[src/rtl/fifo_pop_engine.sv]
// fifo_pop_engine: read-side burst consumer for async_fifo_top (rclk domain).
// Pops bursts from the FIFO into a 2-entry output buffer. The buffer drains
// downstream over a valid/ready port, so back-pressure never drops a word.
module fifo_pop_engine #(
  parameter int unsigned DWIDTH   = 8,
  parameter int unsigned BURSTLEN = 16,
  parameter int unsigned CNTWIDTH = 16
) (
  input  logic                rclk,
  input  logic                reset,
  input  logic                enable,
  input  logic                empty,
  output logic                pop,
  input  logic [DWIDTH-1:0]   rdata,
  output logic [DWIDTH-1:0]   m_data,
  output logic                m_valid,
  input  logic                m_ready,
  output logic                busy,
  output logic                burst_done,
  output logic [CNTWIDTH-1:0] pop_count
);

  localparam int unsigned    REM_W      = (BURSTLEN < 2) ? 1 : $clog2(BURSTLEN + 1);
  localparam logic [REM_W-1:0] REM_LOAD = REM_W'(BURSTLEN);
  localparam bit             CONTINUOUS = (BURSTLEN == 0);

  typedef enum logic [1:0] {
    S_IDLE  = 2'd0,
    S_DRAIN = 2'd1,
    S_FLUSH = 2'd2,
    S_DONE  = 2'd3
  } state_t;

  state_t                r_state;
  state_t                w_state_nxt;
  logic                  r_enable_d;
  logic [REM_W-1:0]      r_remaining;
  logic                  r_pend;
  logic [1:0]            r_occ;
  logic [DWIDTH-1:0]     r_buf0;
  logic [DWIDTH-1:0]     r_buf1;
  logic [CNTWIDTH-1:0]   r_pop_count;
  logic                  r_busy;
  logic                  r_burst_done;

  logic                  w_start;
  logic                  w_xfer;
  logic [1:0]            w_fill;
  logic                  w_room;
  logic                  w_burst_left;
  logic                  w_pop;

  // Pop qualification. A slot being vacated by this cycle's downstream transfer
  // counts as free, which is what allows one pop per cycle under m_ready=1.
  always_comb begin
    w_start      = enable & ~r_enable_d;
    w_xfer       = (r_occ != 2'd0) & m_ready;
    w_fill       = r_occ + {1'b0, r_pend} - {1'b0, w_xfer};
    w_room       = (w_fill < 2'd2);
    w_burst_left = CONTINUOUS | (r_remaining != '0);
    w_pop        = (r_state == S_DRAIN) & ~empty & w_room & w_burst_left;
  end

  // Next-state logic for the burst sequencer.
  always_comb begin
    w_state_nxt = r_state;
    case (r_state)
      S_IDLE:  if (w_start) w_state_nxt = S_DRAIN;
      S_DRAIN: begin
        if (CONTINUOUS) begin
          if (!enable) w_state_nxt = S_FLUSH;
        end else if (r_remaining == '0) begin
          w_state_nxt = S_FLUSH;
        end
      end
      S_FLUSH: if ((r_occ == 2'd0) && !r_pend) w_state_nxt = S_DONE;
      S_DONE:  w_state_nxt = S_IDLE;
      default: w_state_nxt = S_IDLE;
    endcase
  end

  // State register plus registered status flags derived from the next state.
  always_ff @(posedge rclk or posedge reset) begin
    if (reset) begin
      r_state      <= S_IDLE;
      r_enable_d   <= 1'b0;
      r_busy       <= 1'b0;
      r_burst_done <= 1'b0;
    end else begin
      r_state      <= w_state_nxt;
      r_enable_d   <= enable;
      r_busy       <= (w_state_nxt != S_IDLE);
      r_burst_done <= (w_state_nxt == S_DONE);
    end
  end

  // Burst length counter, pop-pending flag and lifetime pop statistics.
  always_ff @(posedge rclk or posedge reset) begin
    if (reset) begin
      r_remaining <= '0;
      r_pend      <= 1'b0;
      r_pop_count <= '0;
    end else begin
      r_pend <= w_pop;
      if ((r_state == S_IDLE) && w_start) begin
        r_remaining <= REM_LOAD;
      end else if (w_pop && !CONTINUOUS) begin
        r_remaining <= r_remaining - REM_W'(1);
      end
      if (w_pop) r_pop_count <= r_pop_count + CNTWIDTH'(1);
    end
  end

  // Two-entry output FIFO: r_buf0 is the head, capture lands at the tail.
  always_ff @(posedge rclk or posedge reset) begin
    if (reset) begin
      r_occ  <= 2'd0;
      r_buf0 <= '0;
      r_buf1 <= '0;
    end else begin
      case ({r_pend, w_xfer})
        2'b10: begin
          if (r_occ == 2'd0) r_buf0 <= rdata;
          else               r_buf1 <= rdata;
          r_occ <= r_occ + 2'd1;
        end
        2'b01: begin
          r_buf0 <= r_buf1;
          r_occ  <= r_occ - 2'd1;
        end
        2'b11: begin
          if (r_occ == 2'd1) begin
            r_buf0 <= rdata;
          end else begin
            r_buf0 <= r_buf1;
            r_buf1 <= rdata;
          end
        end
        default: ;
      endcase
    end
  end

  assign pop        = w_pop;
  assign m_data     = r_buf0;
  assign m_valid    = (r_occ != 2'd0);
  assign busy       = r_busy;
  assign burst_done = r_burst_done;
  assign pop_count  = r_pop_count;

endmodule

[config.mk]
export PLATFORM = sky130hd
export DESIGN_NAME = fifo_pop_engine
export DESIGN_NICKNAME = d
export VERILOG_FILES = /design/src/rtl/fifo_pop_engine.sv
export SDC_FILE = /design/constraint.sdc
export NUM_CORES = 1
export LEC_CHECK = 0
export ABC_AREA = 1
export BUFFER_PORTS_ARGS = -buffer_cell sky130_fd_sc_hd__buf_2
export CAP_MARGIN = 20
export CORE_MARGIN = 2
export CORE_UTILIZATION = 50
export CTS_CLUSTER_DIAMETER = 50
export DETAILED_ROUTE_END_ITERATION = 12
export PLACE_DENSITY = 0.72
export SLEW_MARGIN = 20
export SYNTH_ARGS = -nofsm -noshare
export SYNTH_HDL_FRONTEND = slang
export SYNTH_SLANG_ARGS = --single-unit
[constraint.sdc]
create_clock -name rclk -period 1.6 [get_ports rclk]
set_input_delay 0.08 -clock rclk [delete_from_list [all_inputs] [get_ports rclk]]
set_output_delay 0.08 -clock rclk [all_outputs]
set_load 0.005 [all_outputs]
==> impl_metrics.json <==
{
  "timing.reg2reg.setup_slack_ps": -90,
  "grt.overflow.total": 0,
  "relSlewSlack_pct": 62.7,
  "fin_worst_skew_ps": 12.3,
  "numClockSinks": 45,
  "firstDrtPassIters": 5,
  "mostFrequentLayoutCells": "96 x nand2_1, 45 x dfrtp_1, 39 x buf_2",
  "rsz0062_at_grt": "yes",
  "regToRegEndpoint": "r_remaining[1]",
  "synth_cells": 298,
  "path_depth": 9,
  "min_to": "m_data[0]",
  "grt_max_degree": 46,
  "clock_latency_ps": 300,
  "grt_pass1_vias": 1971,
  "setup_viol": 22,
  "swShare_pct": 40.2,
  "synthesis.nets": 316,
  "finalCriticalPeriod_ps": 1720,
  "antenna_found_initial": 0,
  "grt_usage_pct": 21.3,
  "viasPerCell": 5.09,
  "end_kind": "primary output",
  "outcome": "finished, violations left",
  "hold_ws_ps": 27.1,
  "port-buffer-count": 40,
  "tightest_slew_ps": 560,
  "finalNetCount": 380,
  "setup_tns_ps": -1450,
  "core_um2": 4440,
  "clockBufferDepth": 2,
  "final_cell_area_um2": 2960,
  "dp_hpwl_um": 3560,
  "postLayoutCoreUtil_pct": 66.5,
  "p_leak_nw": 1.53,
  "ys_types": 29,
  "dieHeight_um": 72.5,
  "yosysSeqAreaShare_pct": 48.0,
  "clock.fmax_mhz": 580,
  "finalCritPeriodShare_pct": 108,
  "diodes": 0,
  "setup_ws_ps": -125,
  "h-tree-depth": 2,
  "die_x_um": 72.5,
  "crit_chain": "inv_2, ha_4, nor2_2, nand3_2, nand2_1, nand2_2, nand3_4, inv_8, buf_6",
  "syn_area_um2": 2350,
  "die_area_um2": 5260,
  "syn_to_final_growth_pct": 25.9,
  "critPathRequiredTime_ps": 1520,
  "cts_tree": "built",
  "path_class": "flop to primary output",
  "min-delay-start": "rdata[0]",
  "clkSlewWorstSetupHoldPaths_ps": 90,
  "intPower_w": 0.00287,
  "critPathMaxFanout": 4,
  "layout-drive-gt1-share_pct": 26.4,
  "cpPeakStageDelay_ps": 380,
  "dp_worst_setup_slack_ps": -83.6,
  "globalplace.congestion": 0.807,
  "reg2reg_depth": 10,
  "slew_violations": 0,
  "pwr-share-seq_pct": 37.8,
  "syn_avg_cell_area_um2": 7.88,
  "power_frac_clock_pct": 15.1,
  "hold_class": "input port to flop",
  "crit_arrival_ps": 1640,
  "netSwitchingPower_w": 0.00193,
  "ant_nets": 0,
  "comb_power_share_pct": 47.1,
  "first_iter_violations": 168,
  "crit_buf_inv": 3,
  "drc": 0,
  "std_cell_rows": 24,
  "violations": "negative setup slack",
  "r2r_start": "r_occ[1]",
  "numCtsBuffers": 5,
  "initial_core_util_pct": 52.8,
  "critPathTopFamily": "simple AND/OR/NAND/NOR gates",
  "maxCapViolations": 0,
  "final_common_cell": "nand2_1",
  "ys_seq_elements": 45,
  "p_per_area_nw_per_um2": 1620,
  "drt_wl_total_um": 5420,
  "dpl_cell_area_um2": 2680,
  "grt_pass1_wl_um": 8770,
  "cp-start-kind": "flop",
  "clock-root-buffer": "clkbuf_8",
  "io-pin-count": 41,
  "cp_slowest_cell": "dfrtp_1",
  "max-vdd-ir-drop_mv": 0.618,
  "yosysWarnings": 0,
  "vias": 2113,
  "finalHoldViolations": 0,
  "hold_depth": 3,
  "detail_route.wl_per_cell_um": 13.0
}
-- flip-flops by register name (all words and copies together) (netlist names) --
| register | flops |
|---|---|
| r_occ | 2 |
| r_pend | 1 |
| burst_done | 1 |
| r_buf1 | 8 |
| r_remaining | 5 |
| r_state | 2 |
| r_enable_d | 1 |
| pop_count | 16 |
| busy | 1 |
| m_data | 8 |
-- worst register-to-register path, delay by kind of cell, from the launching register on --
kind,cells,cell delay (ps)
buffers and inverters,3,400
adder cells (fa/ha/maj),1,180
AND/OR/NAND/NOR,6,630
flip-flops,1,380
-- cell usage after synthesis --
cell type	instances	area share (%)
nand4_1	1	0.27
nand2_1	101	16
a211o_1	1	0.37
and3_1	1	0.27
buf_6	1	0.48
nand2_2	1	0.27
nor2_1	25	4.0
o21ai_2	1	0.37
clkbuf_1	1	0.16
xnor2_1	6	2.2
buf_4	2	0.64
inv_4	1	0.27
a21oi_1	3	0.64
inv_2	3	0.48
o21ai_1	2	0.43
nand3_4	1	0.75
ha_1	5	2.7
o21ai_0	10	2.1
dfrtp_1	45	48
buf_2	3	0.64
nor3_1	5	1.1
inv_1	31	5.0
nand3b_2	1	0.48
xor2_1	9	3.4
nor2_2	2	0.53
a31oi_1	8	2.1
nand3_2	1	0.43
nand3_1	26	5.5
o211ai_1	1	0.32
-- layout make-up --
cell class	count	area [um^2]
Clock inverter	3	21.3
Sequential cell	45	1130
Fill cell	371	1490
Tap cell	52	65.1
Inverter	35	141
Timing Repair Buffer	64	410
Multi-Input combinational cell	211	1120
Clock buffer	5	68.8
-- worst max path at each step --
stage | from | endpoint | slack [ps]
after floorplan | r_occ[0] | r_remaining[4] | 7
after global placement | r_occ[1] | pop | 9
after detailed placement | r_occ[1] | m_data[3] | -80
after CTS | r_occ[1] | pop_count[2] | -70
after global routing | r_occ[1] | pop | -200
final | r_occ[1] | pop | -120
-- metrics by stage --
step	instances	total power [W]
floorplan	298	0.00299
global placement	398	0.00360
detailed placement	398	0.00369
CTS	413	0.00463
global route	415	0.00515
finish	415	0.00480
-- cell families after synthesis --
group | after synthesis | share of synthesized area (%)
flops | 45 | 48.0
compound gates | 26 | 6.40
fa+ha+maj | 5 | 2.67
xor+xnor | 15 | 5.60
simple gates | 165 | 29.7
buf+inv | 42 | 7.62
-- timing repair --
item	CTS	global route
hold buffers	2	0
endpoints found under the setup margin	30	35
endpoints found under the hold margin	46	0
pin swaps	2	5
resized for setup	16	14
buffers inserted	5	2
-- power by group through the flow --
stage          clock [W]  sequential [W]  combinational [W]
2_1_floorplan          0         0.00181            0.00118
3_3_place_gp           0         0.00182            0.00178
3_5_place_dp           0         0.00183            0.00187
4_1_cts         0.000752         0.00181            0.00207
5_1_grt         0.000794         0.00186            0.00250
6_report        0.000723         0.00182            0.00226
-- routing by layer --
layer  up-vias  wire [um]  track usage [%]
met3        12        255             4.03
met4         0        123             7.20
met2        67       2610             35.7
met1       973       2430             28.0
li1       1061          -                -
met5         -          0                0
(Power assumes the default switching activity.)
